==> src/rtl/m_serialshifter.sv <==
// m_serialshifter
//   Multi-cycle shifter for SLL/SRL/SRA. The operand and shift amount are
//   latched on an accepted start. While at least 8 positions remain, the unit
//   shifts a whole byte per cycle. Below 8 it shifts one bit per cycle.
//   lastshift marks the final step, and done pulses once the result is valid.
//
// Parameters
//   HIGHLEVEL  0 = explicit ripple-borrow down-counter, 1 = behavioural subtract
//   BYTESTEP   1 = 8-bit steps while cnt>=8, 0 = 1-bit steps only
//
// Ports
//   clk        system clock, rising edge
//   rst        synchronous active-high reset
//   start      request, accepted only while busy==0
//   op         00 SLL, 01 SRL, 11 SRA, 10 behaves as SRL
//   din        operand, sampled at the accepting edge
//   shamt      shift amount, sampled at the accepting edge
//   busy       registered, high while shift steps remain
//   lastshift  combinational, high in the cycle of the final shift step
//   done       registered one-cycle pulse, dout is final in that cycle
//   dout       result register, holds until the next accepted start or rst
//
// state | meaning
// IDLE  | waiting for start; dout holds the last result
// SHIFT | one shift step per cycle until cnt reaches zero

module m_serialshifter #(
    parameter int HIGHLEVEL = 0,
    parameter int BYTESTEP  = 1
) (
    input  logic        clk,
    input  logic        rst,
    input  logic        start,
    input  logic [1:0]  op,
    input  logic [31:0] din,
    input  logic [4:0]  shamt,
    output logic        busy,
    output logic        lastshift,
    output logic        done,
    output logic [31:0] dout
);

    typedef enum logic {
        IDLE  = 1'b0,
        SHIFT = 1'b1
    } state_t;

    state_t      state, state_nxt;
    logic [4:0]  cnt, cnt_nxt, cnt_dec, step;
    logic [1:0]  opreg, opreg_nxt;
    logic        busy_nxt, done_nxt;
    logic [31:0] dout_nxt, shifted;
    logic        byte_step;

    // cnt>=8 is the same as either of the two upper count bits being set.
    assign byte_step = (BYTESTEP != 0) && (cnt[4:3] != 2'b00);
    assign step      = byte_step ? 5'd8 : 5'd1;
    assign lastshift = (state == SHIFT) && (cnt == step);

    always_comb begin
        shifted = byte_step ? {8'h00, dout[31:8]} : {1'b0, dout[31:1]};
        case (opreg)
            2'b00:   shifted = byte_step ? {dout[23:0], 8'h00} : {dout[30:0], 1'b0};
            2'b11:   shifted = byte_step ? {{8{dout[31]}}, dout[31:8]} : {dout[31], dout[31:1]};
            default: shifted = byte_step ? {8'h00, dout[31:8]} : {1'b0, dout[31:1]};
        endcase
    end

    // The step never exceeds cnt, so the decrement cannot wrap.
    generate
        if (HIGHLEVEL != 0) begin : g_dec_behav
            assign cnt_dec = cnt - step;
        end else begin : g_dec_chain
            logic borrow;
            always_comb begin
                borrow  = 1'b0;
                cnt_dec = '0;
                for (int i = 0; i < 5; i++) begin
                    cnt_dec[i] = cnt[i] ^ step[i] ^ borrow;
                    borrow     = (~cnt[i] & (step[i] | borrow)) | (cnt[i] & step[i] & borrow);
                end
            end
        end
    endgenerate

    always_comb begin
        state_nxt = state;
        cnt_nxt   = cnt;
        dout_nxt  = dout;
        opreg_nxt = opreg;
        busy_nxt  = busy;
        done_nxt  = 1'b0;
        case (state)
            IDLE: begin
                if (start) begin
                    dout_nxt  = din;
                    cnt_nxt   = shamt;
                    opreg_nxt = op;
                    if (shamt != 5'd0) begin
                        state_nxt = SHIFT;
                        busy_nxt  = 1'b1;
                    end else begin
                        done_nxt  = 1'b1;
                    end
                end
            end
            SHIFT: begin
                dout_nxt = shifted;
                cnt_nxt  = cnt_dec;
                if (lastshift) begin
                    state_nxt = IDLE;
                    busy_nxt  = 1'b0;
                    done_nxt  = 1'b1;
                end
            end
            default: begin
                state_nxt = IDLE;
                busy_nxt  = 1'b0;
            end
        endcase
    end

    always_ff @(posedge clk) begin
        if (rst) begin
            state <= IDLE;
            busy  <= 1'b0;
            done  <= 1'b0;
            dout  <= '0;
            cnt   <= '0;
            opreg <= 2'b00;
        end else begin
            state <= state_nxt;
            busy  <= busy_nxt;
            done  <= done_nxt;
            dout  <= dout_nxt;
            cnt   <= cnt_nxt;
            opreg <= opreg_nxt;
        end
    end

endmodule

==> config.mk <==
export PLATFORM = sky130hd
export DESIGN_NAME = m_serialshifter
export DESIGN_NICKNAME = d
export VERILOG_FILES = /design/src/rtl/m_serialshifter.sv
export SDC_FILE = /design/constraint.sdc
export NUM_CORES = 1
export LEC_CHECK = 0
export CORE_UTILIZATION = 50
export CTS_CLUSTER_SIZE = 28
export DETAILED_ROUTE_END_ITERATION = 10
export GPL_TIMING_DRIVEN = 0
export PLACE_DENSITY = 0.82
export SYNTH_ARGS = -nofsm -noshare
export SYNTH_HDL_FRONTEND = slang
export SYNTH_SLANG_ARGS = --single-unit
==> constraint.sdc <==
create_clock -name clk -period 2.24 [get_ports clk]
set_input_delay 0.336 -clock clk [delete_from_list [all_inputs] [get_ports clk]]
set_output_delay 0.336 -clock clk [all_outputs]
set_load 0.01 [all_outputs]
-- Word level (Yosys, flattened, before mapping)
Index checks and enable logic that the tools add are counted.
- flip-flop bits (word level): 42
- output and inout bits: 35
- word-level logic and storage cells: 71
- eq/ne operators: 6
- multiplexer cells: 21
- bitwise gates (word level): 30
- reduce and logical (&&, ||, !) cells: 7
- operator list (kind ; number):
    $pmux 32 s2 ; 2
    $mux 32 ; 2
    $mux 31 ; 1
    $mux 30 ; 1
    $and 1x1->1 ; 10
    $pmux 5 s2 ; 1
    $mux 1 ; 9
    $ne 2x2->1 const B ; 4
    $xor 1x1->1 ; 8
    $or 1x1->1 ; 6
    $pmux 1 s2 ; 3
    $eq 5x4->1 ; 1
    $mux 5 ; 1
    $not 1->1 ; 5
    $reduce_bool 5->1 ; 1
    $mux 4 ; 1
    $reduce_and 2->1 ; 2
    $reduce_and 3->1 ; 1
    $eq 2x2->1 const B ; 1
    $logic_not 2->1 ; 1
    $reduce_bool 2->1 ; 1
    $logic_and 1x1->1 ; 1
    $xor 1x1->1 const B ; 1

-- Logic depth before layout (Yosys ltp)
- depth after elaboration: 14
- gate-level depth with buffers: 11
- gate-level depth less buffers: 8

-- Worst setup path after synthesis
OpenSTA, ideal clock, no wires.
- path kind: flip-flop to flip-flop
- start: register cnt[4]
- end: register cnt[4]
- library setup time: 132 ps
- arrival: 1871 ps
- data required time: 2108 ps
- setup slack: 237 ps
- cell stages (with the launch flop): 12
- period minus slack after synthesis: 2003 ps
- cell sequence: dfxtp_1 > buf_4 > or2_4 > inv_1 > buf_6 > buf_4 > ha_1 > ha_1 > ha_1 > and3b_1 > o21ai_0 > a21oi_1
- longest elaborated chain between the ends: 14
- elaborated cells on any way between the ends: 19
- those cells by class: mux (2); bitwise (16); reduce/logical (1)
- RTL lines (element ; RTL line ; source):
    from (decl) ; 49 ; logic [4:0] cnt, cnt_nxt, cnt_dec, step;
    from (signal assigned) ; 136 ; cnt <= cnt_nxt;
    $reduce_bool 2->1 ; 56 ; assign byte_step = (BYTESTEP != 0) && (cnt[4:3] != 2'b00);
    $mux 4 ; 57 ; assign step = byte_step ? 5'd8 : 5'd1;
    $and 1x1->1 ; 80 ; borrow = (~cnt[i] & (step[i] | borrow)) | (cnt[i] & step[i] & borrow);
    $or 1x1->1 ; 80 ;
    $and 1x1->1 ; 80 ;
    $or 1x1->1 (2 in a row) ; 80 ;
    $and 1x1->1 ; 80 ;
    $or 1x1->1 (2 in a row) ; 80 ;
    $and 1x1->1 ; 80 ;
    $or 1x1->1 ; 80 ;
    $xor 1x1->1 * ; 79 ; cnt_dec[i] = cnt[i] ^ step[i] ^ borrow;
    $pmux 5 s2 * ; 93 ; case (state)
Mark *: on every way between the ends. The rest lies on a longest branch, timed or not.
A chain may end at the register's enable or synchronous reset.

-- Final worst setup path
- start: register cnt[4]
- end: output port lastshift
- longest elaborated chain between the ends: 4
- RTL lines (element ; RTL line ; source):
    $reduce_bool 2->1 ; 56 ;
    $mux 4 ; 57 ;
    $eq 5x4->1 * ; 58 ; assign lastshift = (state == SHIFT) && (cnt == step);
    $logic_and 1x1->1 * ; 58 ;
    to (decl) ; 38 ; output logic lastshift,
Marks and branches as above.

==> results.json <==
{
  "syn_avg_cell_area_um2": 8.69,
  "hpwl_mm": 7.67,
  "clockPowerShare_pct": 23.2,
  "crit_path_start_kind": "flip-flop",
  "nets": 472,
  "numCtsBuffers": 5,
  "status": "complete, no violations",
  "start_util_pct": 53.1,
  "fin_ws_ns": 0.0358,
  "antenna_found_initial": 0,
  "synthTopCellsByArea": "dfxtp_1, mux2i_1, mux2_2",
  "synth-edff-count": 0,
  "p_int_w": 0.00150,
  "end_kind": "output port",
  "synth_top_family_by_area": "compound AO/OA/AOI/OAI gates",
  "final_hold_viol_count": 0,
  "coreArea_um2": 5610,
  "p_sw_share_pct": 36.2,
  "powerDensity_nw_per_um2": 595,
  "worst_clock_skew_ns": 0.00715,
  "clockBufferDepth": 2,
  "tritoncts": "built",
  "final_common_cell": "clkdlybuf4s50_1",
  "path_class": "flip-flop to output port",
  "synthAdderAreaFrac_pct": 2.10,
  "pre_cts_slack_ns": -0.272,
  "place.gp.congestion": 0.977,
  "final.setup.tns_ns": 0,
  "synth_compound_area_share_pct": 34.4,
  "synthArstFlopShare_pct": 0,
  "cp_data_arrival_time_ns": 1.87,
  "p_comb_share_pct": 37.6,
  "period_share_pct": 98.4,
  "p_seq_share_pct": 39.2,
  "holdCritPathClass": "flip-flop to flip-flop",
  "synth_fp_nets": 390,
  "grt_pass1_wl_mm": 16.7,
  "synth_area_leader_cell": "dfxtp_1",
  "layout_min_cycle_time_ns": 2.20,
  "path_clk_slew_ns": 0.09,
  "yosysWarnings": 0,
  "ys.flop_type": "dfxtp_1",
  "clkLatencyLatePin_ns": 0.31,
  "dieArea_um2": 6270,
  "leakage_nw": 1.49,
  "via_per_inst": 6.62,
  "setup_viol": 0,
  "critPathMaxFanout": 10,
  "routed_wl_mm": 10.7,
  "ant_nets": 0,
  "die_h_um": 79.2,
  "dr.pass1.iters": 5,
  "synth_area_um2": 2980,
  "n_antenna_cell": 0,
  "slew_headroom_pct": 58.6,
  "yosys-mux-area-fraction_pct": 13.9,
  "grt-ovfl-total": 0,
  "ys_seq_area_share_pct": 28.2,
  "ir_drop_uv": 456,
  "synth_top_area_share_pct": 28.2,
  "drive_above_1_share_pct": 12.4,
  "cts_root_buffer": "clkbuf_8",
  "post_synth_num_cell_types": 50,
  "synth_seq_cells": 42,
  "worst_pin_slew_ns": 0.619,
  "htree_levels": 2,
  "p_sw_w": 0.000849,
  "dieWidth_um": 79.2,
  "placementRows": 27,
  "synthCells": 343,
  "grt_pass1_vias": 3134,
  "final_cell_mix": "clkdlybuf4s50_1, dfxtp_1, o21ai_0",
  "required_ns": 1.90,
  "grt_usage_pct": 35.0,
  "grt_max_degree": 19,
  "maxCapViolations": 0,
  "drt-initial-drc-count": 347,
  "finalMaxSlewViolations": 0,
  "routedWlPerCell_um": 21.5,
  "max_freq_ghz": 0.454,
  "cts.sink_count": 42,
  "io_buffers": 75,
  "ios": 77,
  "area_growth_pct": 32.5,
  "drc": 0,
  "synthSimpleGateAreaFrac_pct": 14.1,
  "via_count": 3297,
  "synth_xor_area_share_pct": 0
}
## synth_stat cells, drive strengths merged, types with 8 or more instances
master	number
inv	12
nor3b	9
a21oi	20
nor2	11
o21ai	27
nand2	13
mux2	18
a211oi	15
or3b	10
dfxtp	42
o221ai	8
a211o	16
clkbuf	20
a22oi	15
buf	14
mux2i	20
## metrics by stage
step | cell area, um2 | total power (W) | hold slack [ns] | cells | utilization [%]
6_report | 3950 | 0.00235 | 0.490 | 498 | 70.4
3_5_place_dp | 3820 | 0.00177 | 0.477 | 490 | 68.1
2_1_floorplan | 2980 | 0.00141 | 0.453 | 343 | -
3_3_place_gp | 3820 | 0.00176 | 0.472 | 490 | 68.1
5_1_grt | 3950 | 0.00244 | 0.506 | 498 | 70.4
4_1_cts | 3940 | 0.00232 | 0.489 | 498 | 70.3
## worst max-delay path, stage by stage (launching register included)
cell           delay (ns)
dfxtp_1              0.36
buf_6                0.15
or2_4                0.16
inv_4                0.05
buf_12               0.12
ha_4                 0.27
and3_4               0.18
dlygate4sd2_1        0.26
## flip-flops by register name, summed over array words and instances, names as in the netlist
register,flops
dout,32
cnt,5
opreg,2
busy,1
done,1
state,1
## final timing paths
check	startpoint	slack (ns)	end	cells past startpoint
worst min register to register	opreg[0]	0.49	opreg[0]	2
worst max-delay path	cnt[4]	0.04	lastshift	7
worst min-delay path	opreg[0]	0.49	opreg[0]	2
worst max register to register	opreg[0]	0.24	dout[10]	7
## cell families (layout without fill, tap and decap cells)
| logic type | after synthesis | after routing |
|---|---|---|
| and+or+nand+nor | 69 | 69 |
| muxes | 38 | 38 |
| adders and majority gates | 5 | 5 |
| DFF | 42 | 42 |
| buffers and inverters | 46 | 129 |
| AOI/OAI and AO/OA | 143 | 143 |
## power by group through the flow
stage	clock network, W	registers (W)	logic, W
after floorplan	0	0.000915	0.000495
after global placement	0	0.000932	0.000825
after detailed placement	0	0.000932	0.000838
after CTS	0.000540	0.000915	0.000861
after global routing	0.000571	0.000926	0.000945
final	0.000545	0.000921	0.000881
## layout make-up
cell class	instances	area, um2
well taps	72	90.1
clock inverters	2	12.5
flip-flops and latches	42	841
clock buffers	6	82.6
plain buffers	33	179
inverters	12	47.5
repair buffers	76	757
fillers	470	1660
multi-input cells	255	1940
## per-layer routing
metal / routed length [um] / GRT usage [%] / up-vias
met1: 4520 / 45.9 / 1580
met2: 4900 / 55.2 / 200
met5: 0 / 0 / -
li1: - / - / 1490
met4: 336 / 16.7 / 0
met3: 947 / 6.44 / 27
## what timing repair did
action / 4_1_cts / 5_1_grt
gates resized for setup: 6 / 2
setup buffers: 1 / 0
endpoints found under the setup margin: 2 / 1
hold buffers: 0 / 0
Power figures use the tool's default switching activity.
